<file path="src/rtl/mem_wb_stage.sv">
// Memory-access stage with MEM/WB pipeline register feeding the 14-entry register file.
// Optional MEM_TIMEOUT_EN adds a wait-state watchdog and a sticky mem_err flag.
module mem_wb_stage #(
   parameter int BASE_ADDR   = 1024,
   parameter int ADDR_W      = 16,
   parameter int MEM_TIMEOUT = 15
) (
   input  logic              clk,
   input  logic              rst,
   input  logic              valid,
   input  logic              WB_EN,
   input  logic              MEM_R_EN,
   input  logic              MEM_W_EN,
   input  logic [31:0]       ALU_res,
   input  logic [31:0]       Val_Rm,
   input  logic [3:0]        Dest,
   output logic              freeze,
   output logic              mem_req,
   output logic              mem_we,
   output logic [ADDR_W-1:0] mem_addr,
   output logic [31:0]       mem_wdata,
   input  logic [31:0]       mem_rdata,
   input  logic              mem_ready,
   output logic [3:0]        Dest_wb,
   output logic [31:0]       Result_WB,
   output logic              writeBackEn,
   output logic              mem_err
);

   typedef enum logic {
      IDLE,
      ACCESS
   } state_t;

   state_t            state;
   state_t            state_next;

   logic              capture;
   logic              alu_retire;
   logic              finish_access;

   logic [ADDR_W-1:0] cap_addr;
   logic [31:0]       cap_wdata;
   logic [3:0]        cap_dest;
   logic              cap_wb_en;
   logic              cap_read;

   logic [31:0]       byte_off;
   logic              dest_ok;
   logic              unused_bits;

   // Register file only has entries 0-13; writes to 14/15 are dropped here.
   assign byte_off    = ALU_res - 32'(BASE_ADDR);
   assign dest_ok     = (Dest < 4'd14);
   assign unused_bits = ^{byte_off[1:0], byte_off[31:ADDR_W+2]};

   assign freeze    = (state == ACCESS);
   assign mem_req   = (state == ACCESS);
   assign mem_we    = (state == ACCESS) && !cap_read;
   assign mem_addr  = cap_addr;
   assign mem_wdata = cap_wdata;

`ifdef MEM_TIMEOUT_EN
   localparam int CNT_W = $clog2(MEM_TIMEOUT + 1);

   logic [CNT_W-1:0] wait_cnt;
   logic             timed_out;
   logic             err_q;

   assign mem_err = err_q;
`else
   logic unused_timeout;

   assign unused_timeout = (MEM_TIMEOUT != 0);
   assign mem_err        = 1'b0;
`endif

   always_ff @(posedge clk or posedge rst) begin
      if (rst) begin
         state <= IDLE;
      end else begin
         state <= state_next;
      end
   end

   always_comb begin
      state_next    = state;
      capture       = 1'b0;
      alu_retire    = 1'b0;
      finish_access = 1'b0;
`ifdef MEM_TIMEOUT_EN
      timed_out     = 1'b0;
`endif
      case (state)
         IDLE: begin
            if (valid) begin
               if (MEM_R_EN || MEM_W_EN) begin
                  capture    = 1'b1;
                  state_next = ACCESS;
               end else begin
                  alu_retire = 1'b1;
               end
            end
         end
         ACCESS: begin
            // A ready in the same cycle as the watchdog expiry still completes the access.
            if (mem_ready) begin
               finish_access = 1'b1;
               state_next    = IDLE;
            end
`ifdef MEM_TIMEOUT_EN
            else if (wait_cnt == CNT_W'(MEM_TIMEOUT - 1)) begin
               timed_out  = 1'b1;
               state_next = IDLE;
            end
`endif
         end
         default: begin
            state_next = IDLE;
         end
      endcase
   end

   always_ff @(posedge clk or posedge rst) begin
      if (rst) begin
         cap_addr  <= '0;
         cap_wdata <= '0;
         cap_dest  <= '0;
         cap_wb_en <= 1'b0;
         cap_read  <= 1'b0;
      end else if (capture) begin
         cap_addr  <= byte_off[ADDR_W+1:2];
         cap_wdata <= Val_Rm;
         cap_dest  <= Dest;
         cap_wb_en <= WB_EN && dest_ok;
         cap_read  <= MEM_R_EN;
      end
   end

   // writeBackEn defaults low so every retirement is a single-cycle pulse.
   always_ff @(posedge clk or posedge rst) begin
      if (rst) begin
         Dest_wb     <= '0;
         Result_WB   <= '0;
         writeBackEn <= 1'b0;
      end else begin
         writeBackEn <= 1'b0;
         if (alu_retire) begin
            Dest_wb     <= Dest;
            Result_WB   <= ALU_res;
            writeBackEn <= WB_EN && dest_ok;
         end else if (finish_access && cap_read) begin
            Dest_wb     <= cap_dest;
            Result_WB   <= mem_rdata;
            writeBackEn <= cap_wb_en;
         end
      end
   end

`ifdef MEM_TIMEOUT_EN
   always_ff @(posedge clk or posedge rst) begin
      if (rst) begin
         wait_cnt <= '0;
         err_q    <= 1'b0;
      end else begin
         if (capture) begin
            wait_cnt <= '0;
         end else if ((state == ACCESS) && !mem_ready) begin
            wait_cnt <= wait_cnt + CNT_W'(1);
         end
         if (timed_out) begin
            err_q <= 1'b1;
         end
      end
   end
`endif

endmodule

</file>
<file path="config.mk">
export PLATFORM = sky130hd
export DESIGN_NAME = mem_wb_stage
export DESIGN_NICKNAME = d
export VERILOG_FILES = /design/src/rtl/mem_wb_stage.sv
export SDC_FILE = /design/constraint.sdc
export NUM_CORES = 1
export LEC_CHECK = 0
export ABC_AREA = 1
export BUFFER_PORTS_ARGS = -buffer_cell sky130_fd_sc_hd__buf_2
export CORE_MARGIN = 2
export CORE_UTILIZATION = 30
export DETAILED_ROUTE_END_ITERATION = 10
export GPL_TIMING_DRIVEN = 0
export PLACE_DENSITY_LB_ADDON = 0.25
export SETUP_SLACK_MARGIN = 0.3
export SKIP_CTS_REPAIR_TIMING = 1
export SLEW_MARGIN = 0
export SYNTH_ARGS = -nofsm -noshare
export SYNTH_HDL_FRONTEND = slang
export SYNTH_SLANG_ARGS = --single-unit
</file>
<file path="constraint.sdc">
create_clock -name clk -period 6.2 [get_ports clk]
set_input_delay 0.62 -clock clk [delete_from_list [all_inputs] [get_ports clk]]
set_output_delay 0.62 -clock clk [all_outputs]
set_load 0.01 [all_outputs]
</file>
# [Word level (Yosys, flattened, before mapping)]
# Index checks and enable logic that the tools add are counted.
[op_classes] n_addsub=1 n_lt_le_gt_ge=1 n_mux=16 n_bitwise=1 reduce_logical=6
[ops] cell="$mux W32" n=2
[ops] cell="$sub A18 B11 Y18 const B" n=1
[ops] cell="$mux W1" n=11
[ops] cell="$mux W4" n=2
[ops] cell="$lt A4 B4 Y1 const B" n=1
[ops] cell="$logic_and A1 B1 Y1" n=3
[ops] cell="$pmux W1 S2" n=1
[ops] cell="$reduce_bool A2 Y1" n=1
[ops] cell="$logic_not A1 Y1" n=1
[ops] cell="$logic_or A1 B1 Y1" n=1
[ops] cell="$not A1 Y1" n=1
[totals] register_bits=92 input_bits=107 output_inout_bits=89 word_cells=34

# [Longest topological paths before layout]
[logic_depth] depth_word=5 depth_mapped=8 mapped_depth_nobuf=8

# [Worst setup path before layout]
# OpenSTA, ideal clock, no wires.
[synth_path] path_kind="input-to-reg" startpoint="input port MEM_W_EN" endpoint="register Result_WB[0]" setup_time_ps=123 t_arrival_ps=1389 required_time_ps=6077 slack_ps=4688 cell_stages=7 path_buffers=1 cell_sequence="nor2_1 > nand2_2 > nand2_1 > inv_2 > buf_2 > nand2_1 > nand2_1"
[synth_via] elab_chain_cells=5 word_cells_on_any_way=6 classes_between="mux (4); reduce/logical (2)"
[synth_lines] item="start: declaration" line="13" text="input logic MEM_W_EN,"
[synth_lines] item="$logic_or A1 B1 Y1 (*)" line="97" text="if (MEM_R_EN || MEM_W_EN) begin"
[synth_lines] item="$mux W1 (*)" line="97"
[synth_lines] item="$mux W1 (*)" line="96" text="if (valid) begin"
[synth_lines] item="$mux W1 (*)" line="94" text="case (state)"
[synth_lines] item="$mux W32 / $reduce_bool A2 Y1 (equally long branches)"
[synth_lines] item="end signal: assignment" line="150" text="Result_WB <= ALU_res;"
[synth_lines] item="end signal: assignment" line="154" text="Result_WB <= mem_rdata;"
[synth_lines] item="end: declaration" line="25" text="output logic [31:0] Result_WB,"
# Every way passes the cells marked *; elsewhere a longest branch is shown, timed or not.
# A chain may end at the register's enable or synchronous reset.

# [Worst setup path after layout]
[layout_path] startpoint="register state, in the netlist freeze" endpoint="output port mem_we"
[layout_via] elab_chain_cells=1
[layout_lines] item="start: declaration" line="35" text="state_t state;"
[layout_lines] item="start signal: assignment" line="82" text="state <= state_next;"
[layout_lines] item="$logic_and A1 B1 Y1" line="59" text="assign mem_we = (state == ACCESS) && !cap_read;"
[layout_lines] item="end: declaration" line="19" text="output logic mem_we,"
# Every way passes these cells.

==> metrics.txt <==
initial antenna violation count 0; Seq pwr share 42.7%; power density cells 358 mW/mm^2; Fin. Hold Viols 0; first-pass GRT wire length 19,700 um; Tmin final 1.75 ns; Leak 0.00329 uW; Worst setup SP type flip-flop; post-layout util 42.2%; H-tree depth 3; asr flop ratio synth 100%; Syn Inst Count 504; synth top area cells dfrtp_1 (57%), nand2_1 (23%), o21ai_0 (6.5%), inv_1 (3.5%), buf_2 (2.4%); Hold Crit Class input port to async pin; ANT cells 0; cell taking the most area after synthesis dfrtp_1; Num CTS Buffers 9; drt drc 0; Post-Syn Area 0.00402 mm^2; Arr. time, crit path 1.13 ns; crit-path max FO 6; Post-synth EDFFs 0; crit path cell chain inv_1, nor2_1, buf_2; via count 3,894; Starting Density 30.5%; Sw Ratio 32.1%; most numerous cell in the Yosys netlist nand2_1; Critical Path End Type primary output; worst clock skew 0.00539 ns; CP Class flip-flop to primary output; Via density 4.37; Top FF cell, synth dfrtp_1; largest net degree at the start of global routing 69; Synth top cells by count nand2_1 (247), dfrtp_1 (92), o21ai_0 (52); root buffer cell clkbuf_16; Core ar. 0.0132 mm^2; Psw 639 uW; die area 0.0143 mm^2; Total Routed Length 12,000 um; TritonCTS clock tree built; I/O pin count 196; Die X 120 um; P&R area growth vs syn 38.5%; Ys Warns 0; Final Cycle Share 28.2%; Syn Area/Cell 7.98 um^2; DRT antenna net count 0; total of max-cap violations 0; syn nets 612; final setup vio count 0; Worst Path Required 5.58 ns; grt ovf 0; Fmax 571 MHz; Slew Viols, Final 0; CP peak stage delay 0.48 ns; GRT Util Overall 17.6%; Wirelength per Cell 13.5 um; drt pass-1 iters 4; clock edge transition at the registers on the reported setup and hold paths 0.06 ns; Synth cell types 20; Die Y 120 um; worst-case clock buffer depth 2; clock tree sinks 92; Clk pwr share 30.1%; drt initial violations 215; post-detail-place hpwl 9100 um; part of the power in combinational logic 27.2%; Total Neg Setup Slack 0 ns; RSZ-0062 raised after global routing false; area share of the largest cell type after synthesis 57.3%; number of synthesized register bits 92; vias in the first global route 3,840; placer congestion estimate 0.788; Final nets 818; Clk Latency, worst-skew pair 0.34 ns; sequential share of the synthesized area 57.3%; Cell Int Power 1350 uW; share of layout cells above drive strength 1 33.4%; VDD IR-drop max 0.000125 V; Port Buf Inserts 194; Site Rows 42; critical path's slowest cell dfrtp_1; status completed
## state kept, by name, indices dropped and copies added (netlist names)
name	flops
Dest_wb	4
Result_WB	32
cap_dest	4
cap_read	1
cap_wb_en	1
freeze	1
mem_addr	16
mem_wdata	32
writeBackEn	1
## cell type report
cell class / count / area, um^2
Fill cell: 1388 / 7620
Clock inverter: 6 / 87.6
Multi-Input combinational cell: 345 / 1430
Tap cell: 176 / 220
Sequential cell: 92 / 2300
Clock buffer: 10 / 239
Timing Repair Buffer: 195 / 998
Buffer: 26 / 133
Inverter: 41 / 156
## cell families (layout without fill, tap and decap cells)
family                   Yosys count  after routing  share of synthesized area, %
XOR/XNOR                           1              1                         0.218
flip-flops                        92             92                          57.3
AND/OR/NAND/NOR                  273            273                          26.2
AO/OA/AOI/OAI                     69             69                          8.75
adder cells (fa/ha/maj)            1              1                         0.311
buffers and inverters             67            278                          7.13
other                              1              1                        0.0933
## final timing paths
| path | start | end | slack [ns] | cells past startpoint |
|---|---|---|---|---|
| setup / recovery | freeze | mem_we | 4.45 | 3 |
| hold / removal | rst | Result_WB[20] | 0.25 | 2 |
| setup reg to reg | freeze | mem_addr[5] | 4.58 | 5 |
| hold reg to reg | cap_dest[1] | cap_dest[1] | 0.47 | 2 |
| max in group asynchronous | rst | mem_addr[7] | 5.30 | 3 |
| min in group clk | cap_dest[1] | cap_dest[1] | 0.47 | 2 |
## power groups by stage
stage / clock [uW] / combinational, uW / sequential (uW)
2_1_floorplan: 0 / 203 / 937
3_3_place_gp: 0 / 545 / 854
3_5_place_dp: 0 / 553 / 860
4_1_cts: 620 / 554 / 852
5_1_grt: 651 / 613 / 874
6_report: 601 / 543 / 851
## layer usage
metal | part of all wire, % | vias up | GRT usage [%]
li1 | - | 1960 | -
met1 | 45 | 1772 | 23.3
met2 | 45 | 155 | 27.4
met3 | 9.3 | 7 | 6.13
met4 | 1.0 | 0 | 4.93
met5 | 0 | - | 0
## layout by cell type (no fill, tap or decap), types with 9 or more instances in the layout
cell type | synthesis | layout
buf_2 | 19 | 213
clkbuf_16 | 0 | 9
dfrtp_1 | 92 | 92
inv_1 | 38 | 37
nand2_1 | 247 | 247
nand3_1 | 10 | 10
nor2_1 | 13 | 13
o21ai_0 | 52 | 52
o21ai_1 | 10 | 10
## critical path: cells and delay by family (launching register included)
family | cells | cell delay (ns)
buffers and inverters | 2 | 0.22
AND/OR/NAND/NOR | 1 | 0.10
flip-flops | 1 | 0.48
## per-stage QoR
step	area, um^2	hold WS, ns	worst slack [ns]	total power (uW)	std cells
detailed placement	5240	0.454	4.26	1410	875
floorplan	4020	0.437	3.19	1140	504
finish	5570	0.252	4.45	1990	891
global placement	5210	0.449	1.97	1400	874
CTS	5570	0.248	4.42	2030	891
global route	5570	0.258	4.34	2140	891
(Power assumes the default switching activity.)
